**src/rtl/bpd_pkg.sv**
```systemverilog
// Shared branch-predictor types and widths for the branch order buffer.
// BOB_CHOICE_UPD_EN adds the per-entry choice-update bits to bob_entry_t.
package bpd_pkg;
  localparam int PC_W    = 64;
  localparam int GHIST_W = 12;
  localparam int LHIST_W = 10;

  typedef struct packed {
    logic [PC_W-1:0]    pc;
    logic [GHIST_W-1:0] bhr;
    logic [LHIST_W-1:0] lochist;
    logic               pred;
`ifdef BOB_CHOICE_UPD_EN
    logic               ch_we;
    logic               ch_ud;
`endif
  } bob_entry_t;
endpackage

```
**src/rtl/bob_ram.sv**
```systemverilog
// DEPTH x bob_entry_t register array: synchronous write, asynchronous read.
// Latency: write visible on the read port the cycle after the write edge; no reset.
import bpd_pkg::*;

module bob_ram #(
  parameter int DEPTH = 16
) (
  input  logic                     clock,
  input  logic                     we,
  input  logic [$clog2(DEPTH)-1:0] waddr,
  input  bob_entry_t               wdata,
  input  logic [$clog2(DEPTH)-1:0] raddr,
  output bob_entry_t               rdata
);
  bob_entry_t mem [DEPTH];

  always_ff @(posedge clock) begin
    if (we) mem[waddr] <= wdata;
  end

  assign rdata = mem[raddr];
endmodule

```
**src/rtl/branch_order_buf.sv**
```systemverilog
// In-order buffer of in-flight conditional branches; retirement emits a registered update bundle.
// One alloc + one retire per cycle; alloc while full is dropped. Macro: BOB_CHOICE_UPD_EN.
import bpd_pkg::*;

module branch_order_buf #(
  parameter int DEPTH = 16
) (
  input  logic                       clock,
  input  logic                       reset_n,
  input  logic                       alloc_i,
  input  logic [PC_W-1:0]            alloc_pc_i,
  input  logic [GHIST_W-1:0]         alloc_bhr_i,
  input  logic [LHIST_W-1:0]         alloc_lochist_i,
  input  logic                       alloc_pred_i,
  input  logic                       alloc_ch_we_i,
  input  logic                       alloc_ch_ud_i,
  input  logic                       rt_valid_i,
  input  logic                       rt_brdir_i,
  input  logic                       ext_flush_i,
  output logic                       bob_full_o,
  output logic                       bob_empty_o,
  output logic [$clog2(DEPTH+1)-1:0] bob_count_o,
  output logic                       bob_valid_r_o,
  output logic [PC_W-1:0]            bob_pc_r_o,
  output logic [GHIST_W-1:0]         bob_bhr_r_o,
  output logic [LHIST_W-1:0]         bob_lochist_r_o,
  output logic                       bob_brdir_r_o,
  output logic                       bob_mispred_r_o,
  output logic                       bob_flush_r_o,
  output logic                       bob_ch_we_r_o,
  output logic                       bob_ch_ud_r_o,
  output logic                       bob_err_o
);
  localparam int PW = $clog2(DEPTH);
  localparam int CW = $clog2(DEPTH+1);

  logic [PW-1:0] head, tail, head_nxt, tail_nxt;
  logic [CW-1:0] count, count_nxt;
  logic          full_r, empty_r;
  logic          do_retire, do_alloc, mispred;
  bob_entry_t    wr_ent, rd_ent;

  always_comb begin
    wr_ent         = '0;
    wr_ent.pc      = alloc_pc_i;
    wr_ent.bhr     = alloc_bhr_i;
    wr_ent.lochist = alloc_lochist_i;
    wr_ent.pred    = alloc_pred_i;
`ifdef BOB_CHOICE_UPD_EN
    wr_ent.ch_we   = alloc_ch_we_i;
    wr_ent.ch_ud   = alloc_ch_ud_i;
`endif
  end

  bob_ram #(.DEPTH(DEPTH)) u_ram (
    .clock (clock),
    .we    (do_alloc),
    .waddr (tail),
    .wdata (wr_ent),
    .raddr (head),
    .rdata (rd_ent)
  );

  // Full/empty are the registered view of count, so fetch sees no input-to-output path.
  assign do_retire = rt_valid_i & ~empty_r & ~ext_flush_i;
  assign mispred   = do_retire & (rd_ent.pred ^ rt_brdir_i);
  assign do_alloc  = alloc_i & ~full_r & ~ext_flush_i & ~mispred;

  always_comb begin
    head_nxt  = head;
    tail_nxt  = tail;
    count_nxt = count;
    if (ext_flush_i) begin
      head_nxt  = '0;
      tail_nxt  = '0;
      count_nxt = '0;
    end else if (mispred) begin
      head_nxt  = head + PW'(1);
      tail_nxt  = head + PW'(1);
      count_nxt = '0;
    end else begin
      if (do_retire) head_nxt = head + PW'(1);
      if (do_alloc)  tail_nxt = tail + PW'(1);
      if (do_alloc & ~do_retire)      count_nxt = count + CW'(1);
      else if (~do_alloc & do_retire) count_nxt = count - CW'(1);
    end
  end

  logic ch_we_r, ch_ud_r;

  always_ff @(posedge clock or posedge reset_n) begin
    if (reset_n) begin
      head            <= '0;
      tail            <= '0;
      count           <= '0;
      full_r          <= 1'b0;
      empty_r         <= 1'b1;
      bob_valid_r_o   <= 1'b0;
      bob_pc_r_o      <= '0;
      bob_bhr_r_o     <= '0;
      bob_lochist_r_o <= '0;
      bob_brdir_r_o   <= 1'b0;
      bob_mispred_r_o <= 1'b0;
      ch_we_r         <= 1'b0;
      ch_ud_r         <= 1'b0;
      bob_err_o       <= 1'b0;
    end else begin
      head          <= head_nxt;
      tail          <= tail_nxt;
      count         <= count_nxt;
      full_r        <= (count_nxt == CW'(DEPTH));
      empty_r       <= (count_nxt == '0);
      bob_valid_r_o <= do_retire;
      bob_err_o     <= bob_err_o | (rt_valid_i & empty_r);
      if (do_retire) begin
        bob_pc_r_o      <= rd_ent.pc;
        bob_bhr_r_o     <= rd_ent.bhr;
        bob_lochist_r_o <= rd_ent.lochist;
        bob_brdir_r_o   <= rt_brdir_i;
        bob_mispred_r_o <= rd_ent.pred ^ rt_brdir_i;
`ifdef BOB_CHOICE_UPD_EN
        ch_we_r         <= rd_ent.ch_we;
        ch_ud_r         <= rd_ent.ch_ud;
`endif
      end
    end
  end

  assign bob_full_o    = full_r;
  assign bob_empty_o   = empty_r;
  assign bob_count_o   = count;
  assign bob_flush_r_o = bob_mispred_r_o & bob_valid_r_o;

`ifdef BOB_CHOICE_UPD_EN
  assign bob_ch_we_r_o = ch_we_r & bob_valid_r_o;
  assign bob_ch_ud_r_o = ch_ud_r & bob_valid_r_o;
`else
  // Choice table is trained elsewhere in this build; the holding regs stay at reset.
  assign bob_ch_we_r_o = 1'b0;
  assign bob_ch_ud_r_o = 1'b0 & ch_we_r & ch_ud_r;
`endif
endmodule

```
**config.mk**
```make
export PLATFORM = sky130hd
export DESIGN_NAME = branch_order_buf
export DESIGN_NICKNAME = d
export VERILOG_FILES = /design/src/rtl/bpd_pkg.sv /design/src/rtl/bob_ram.sv /design/src/rtl/branch_order_buf.sv
export SDC_FILE = /design/constraint.sdc
export NUM_CORES = 1
export LEC_CHECK = 0
export BUFFER_PORTS_ARGS = -buffer_cell sky130_fd_sc_hd__buf_2
export CAP_MARGIN = 40
export CORE_ASPECT_RATIO = 0.8
export CORE_MARGIN = 1
export CORE_UTILIZATION = 40
export DETAILED_ROUTE_END_ITERATION = 12
export PLACE_DENSITY_LB_ADDON = 0.05
export SLEW_MARGIN = 20
export SYNTH_ARGS = -nofsm -noshare
export SYNTH_HDL_FRONTEND = slang
export SYNTH_SLANG_ARGS = --single-unit
export TNS_END_PERCENT = 30
```
**constraint.sdc**
```tcl
create_clock -name clock -period 14.7 [get_ports clock]
set_input_delay 2.94 -clock clock [delete_from_list [all_inputs] [get_ports clock]]
set_output_delay 2.94 -clock clock [all_outputs]
set_load 0.05 [all_outputs]
```
Word level (Yosys, flattened, before mapping)
Memories as Yosys holds them, arrays and structs flattened. Index checks and enable logic that the tools add are counted.

Register bits: 105. Bits in latches: 0. RAM bits: 1392. ROM bits: 0. Input port bits: 95. Memories: 1.

$add $sub $neg: 4. Multiply operators: 0. Divide/modulo/power cells: 0. $lt $le $gt $ge: 0. Eq/ne operators: 1. Shifts and indexed selects: 0. Multiplexer cells: 12. Bitwise gates (word level): 18. Reduce and logical (&&, ||, !) cells: 3.

Memories: u_ram.mem (depth 16, bits a word 87, read ports 1, clocked after Yosys merged registers in 0, wr ports 1, RTL line bob_ram.sv:15) `bob_entry_t mem [DEPTH];`.

Operator list (count): 4-bit two-way mux (6); 5-bit two-way mux (4); 1-bit bitwise AND (10); 4-bit by 1-bit adder with 4-bit output (second input constant) (2); 1-bit inverter (6); 3-bit nonzero test (2); 5-bit by 1-bit adder with 5-bit output (second input constant) (1); 5-bit == test (second input constant) (1); 5-bit zero test (1); 5-bit by 1-bit subtractor with 5-bit output (second input constant) (1); 1-bit two-way mux (2); 1-bit OR (1); 1-bit XOR (1).

Depth between registers and ports, before layout
Depth after elaboration: 13. Gate-level depth with buffers: 9. Mapped depth without buffers: 8.

Modules after synthesis
From an unflattened synthesis, not the netlist that was laid out.

Cell total of the unflattened synthesis: 2453. Area, all modules: 56359.1 um2.

Modules (own cells, without submodules): bob_ram (instances 1, cells each 2145, area each 52029.9 um2); branch_order_buf (instances 1, cells each 308, area each 4329.2 um2).

Worst setup path before layout
Ideal clock, no wire load.

Path type: input-to-reg. Start point: input port ext_flush_i. End point: memory u_ram.mem[4][0] (netlist bit) (enable). Setup time: 746 ps. Data arrival time: 11920 ps. Slack: 2034 ps. Cell stages on the path: 6. Buffers on the path: 2. Cell sequence: clkbuf_1 inv_1 nand2_1 a21oi_2 buf_4 nor4_1.

Cells in the longest elaborated chain, start to end: 7. Elaborated cells between the ends (all ways): 8. Classes of those cells: 2 x mux; 6 x bitwise.

Ends and longest elaborated chain: start: declaration (RTL line branch_order_buf.sv:19) `input logic ext_flush_i,`; 1-bit inverter (*) (RTL line branch_order_buf.sv:65, branch_order_buf.sv:67); 1-bit bitwise AND (RTL line branch_order_buf.sv:65) `assign do_retire = rt_valid_i & ~empty_r & ~ext_flush_i;`; 1-bit bitwise AND (RTL line branch_order_buf.sv:66) `assign mispred = do_retire & (rd_ent.pred ^ rt_brdir_i);`; 1-bit inverter (RTL line branch_order_buf.sv:67) `assign do_alloc = alloc_i & ~full_r & ~ext_flush_i & ~mispred;`; 1-bit bitwise AND (*) (RTL line branch_order_buf.sv:67); 1-bit two-way mux (*) (RTL line bob_ram.sv:18) `if (we) mem[waddr] <= wdata;`; 1-bit two-way mux (not written as such) (*) (RTL line bob_ram.sv:18); end: declaration (RTL line bob_ram.sv:15).

Every way passes the cells marked *; elsewhere a longest branch is shown, timed or not.

Worst setup path after layout
Start point: input port ext_flush_i. End point: memory u_ram.mem[2][1] (netlist bit) (enable).

Same word-level chain as after synthesis.

==> parameters.txt <==
Parameter                              Value

Status
  Result of the run ... finished clean

STA
  Final critical-path share of the clock period ... 42.0%
  Maximum clock frequency ... 162 MHz
  Slew HR ... 34.3%
  Final setup violation count ... 0
  Max-slew violation count ... 0
  Post-Route Setup TNS ... 0 ns
  Transition time at the pin with the least slew margin ... 0.985 ns
  Count of final hold-check violations ... 0
  Worst clock skew on the final layout ... 0.0190 ns
  Minimum clock period after layout ... 6.18 ns
  RSZ-0062 raised after global routing ... no

Drt
  DRC violation total after the first TritonRoute iteration ... 2163
  Total DRC errors in the routed layout ... 0
  WL/cell ... 29.8 um
  Average via count per standard cell ... 5.46
  Initial DRT Pass Iterations ... 6
  Post-detailed-routing wire length ... 142000 um
  Via count ... 26.0k
  Number of routed nets with antenna violations ... 0

Yosys
  Top cells by count, synth ... edfxtp_1, mux4_2, nand2_1, dfrtp_1, clkbuf_1
  Total standard cell area after synthesis ... 0.0567 mm^2
  Post-Synthesis Mean Instance Area ... 23.0 um^2
  Top-count cell post-synth ... edfxtp_1
  Main synth FF type ... edfxtp_1
  Synth unique cells ... 53
  Total of flip-flops plus latches after synthesis ... 1497
  Count of flip-flops with a built-in enable after synthesis ... 1392
  Ys async rst share ... 7.01%
  Biggest area consumer among synthesized cells ... edfxtp_1
  Warnings from Yosys ... 0
  Top cells by area in the synthesized netlist ... edfxtp_1, mux4_2, dfrtp_1
  Portion of the post-synthesis area used by sequential elements ... 78.3%
  Share of the synthesized area in the top cell type ... 73.7%
  Instance count of the mapped netlist ... 2466

Power and ir drop
  Clock network fraction of design power ... 35.7%
  Power per cell area ... 161 mW/mm^2
  Internal power ... 0.00768 W
  Leakage power ... 20.9 nW
  Fraction of power spent switching nets ... 27.0%
  Worst vdd ir ... 0.132 mV
  Comb pwr share ... 17.0%
  Flop pwr share ... 47.3%
  Power dissipated by switching net loads ... 0.00284 W
  Final Power ... 0.0105 W

Hold path
  Path category of the worst min-delay check ... flop to flop

Setup path
  Ordered cell list for the critical path ... buf_2, inv_1, nand2_4, a21oi_2, nor3_1, and3_4, buf_4, buf_4
  Arr. time, crit path ... 6.57 ns
  Maximum net fanout on the critical path ... 34
  Slack of the worst reg-to-reg path ... 9.46 ns
  Timing startpoint of the critical path ... ext_flush_i
  R2R depth ... 8
  Worst flop-to-flop path startpoint ... head[1]
  Crit path launch type ... input port
  Worst EP required ... 15.09 ns
  FF-to-FF End ... u_ram.mem[2][1]
  Most frequent CP cell ... buf_4
  Setup Crit Path Kind ... input port to flop
  CP Capture Type ... flop
  Worst-path cell with the longest stage delay ... and3_4
  CP peak stage delay ... 0.83 ns
  Crit path capture ... u_ram.mem[2][1]

Die
  Initial Util ... 40.3%
  Die Y-Extent ... 339 um
  Number of rows created at floorplan ... 123
  Top-level port count ... 195
  Core area ... 0.141 mm^2
  Die width ... 423 um
  Area enclosed by the die boundary ... 0.143 mm^2

CTS
  Number of hold buffers added after CTS ... 0
  # resized after CTS ... 0
  Clock buffers created by TritonCTS ... 155
  Post-CTS Setup Inserts ... 0
  Maximum buffer depth of the clock tree ... 3
  CTS H-tree lvls ... 4
  Clock input transition at the sequential cells of the worst setup and hold paths ... 0.06 ns
  Total number of clock tree sinks ... 1497
  Clock root cell ... clkbuf_16
  Latest clock arrival within the worst-skew pair ... 0.78 ns
  CTS tree ... done

GRT
  Overall overflow remaining after global route ... 0
  First-pass GRT wire length ... 205000 um
  Initial antenna violation count ... 20
  Pin count of the biggest net entering global routing ... 129
  Total GRT Usage ... 20.1%
  Vias in the first global route ... 28.1k

Placement
  Input/output buffers ... 190
  Half-perimeter wire length after detailed placement ... 73200 um
  Routability Congestion ... 0.717

Final layout
  Area growth from synthesis to layout ... 15.4%
  Share of cells above drive strength 1 ... 32.5%
  Final nets ... 2865

Flow run
  Max capacitance violation total ... 0
power by group through the flow:
stage / Combinational, W / Clock [W] / Sequential [W]
floorplan: 0.000848 / 0 / 0.00548
global placement: 0.00177 / 0 / 0.00508
detailed placement: 0.00180 / 0 / 0.00509
CTS: 0.00181 / 0.00386 / 0.00500
global route: 0.00191 / 0.00401 / 0.00500
finish: 0.00179 / 0.00376 / 0.00498
stage by stage:
stage               utilization [%]  cell area (um^2)  setup WS, ns  hold WS (ns)  cells
floorplan                         -             56700          2.03         0.578   2467
global placement               42.7             60000          7.69         0.438   4459
detailed placement             43.0             60600          7.73         0.450   4479
CTS                            46.5             65400          8.57         0.464   4763
global route                   46.5             65400          8.46         0.488   4765
finish                         46.5             65500          8.52         0.462   4770
worst max-delay path, delay by kind of cell:
family	cells	cell delay, ns
compound gates	1	0.13
buf+inv	4	1.98
simple gates	3	1.41
metal layers:
layer	global-route usage, %	routed length [um]
met1	28.2	63300
met2	33.3	70400
met3	3.32	5730
met4	4.43	2360
met5	0	78
layout make-up:
| type | instances | area [um^2] |
|---|---|---|
| clock buffer | 225 | 4380 |
| tap | 1875 | 2350 |
| inverter | 9 | 41.3 |
| multi-input combinational | 833 | 11800 |
| timing repair buffer | 267 | 1990 |
| antenna | 5 | 12.5 |
| clock inverter | 59 | 452 |
| sequential | 1497 | 44400 |
| fill | 11735 | 75200 |
cells by family (layout without fill, tap and decap cells):
| logic type | Yosys count | after routing | share of synthesized area [%] |
|---|---|---|---|
| DFF | 1497 | 1497 | 78.3 |
| muxes | 445 | 445 | 17.4 |
| and+or+nand+nor | 345 | 345 | 2.60 |
| buffers and inverters | 137 | 560 | 1.02 |
| AOI/OAI and AO/OA | 25 | 25 | 0.338 |
| xor gates and xnor gates | 9 | 9 | 0.139 |
| adders and majority gates | 7 | 7 | 0.154 |
| other | 1 | 7 | 0.00661 |
sequential cells by signal (all words and copies together) (netlist names):
name and count:
bob_bhr_r_o 12, bob_mispred_r_o 1, tail 4, bob_empty_o 1, u_ram.mem 1392, bob_pc_r_o 64
bob_lochist_r_o 10, bob_full_o 1, bob_err_o 1, bob_valid_r_o 1, bob_count_o 5, bob_brdir_r_o 1
head 4
worst min path at each step:
stage	start	to	slack (ns)	cells past startpoint
2_1_floorplan	tail[1]	tail[1]	0.58	2
3_3_place_gp	bob_err_o	bob_err_o	0.44	1
3_5_place_dp	bob_err_o	bob_err_o	0.45	1
4_1_cts	bob_err_o	bob_err_o	0.46	1
5_1_grt	bob_err_o	bob_err_o	0.49	1
6_report	bob_err_o	bob_err_o	0.46	1
placed cells by master, fill, tap and decap left out, types with 7 or more instances in the layout:
master / synthesis / routed
and2_4: 0 / 9
buf_16: 0 / 20
buf_2: 37 / 190
buf_4: 3 / 52
clkbuf_1: 77 / 55
clkbuf_16: 0 / 163
clkbuf_8: 0 / 7
clkinv_1: 1 / 24
clkinv_2: 0 / 22
dfrtp_1: 104 / 100
edfxtp_1: 1392 / 1392
ha_1: 7 / 7
inv_1: 8 / 7
mux2i_1: 11 / 11
mux4_2: 432 / 432
nand2_1: 271 / 270
nand3_1: 12 / 12
nor2_1: 16 / 15
nor3_1: 7 / 7
xnor2_1: 7 / 7
Note: power is estimated with default switching activity, not from simulation.
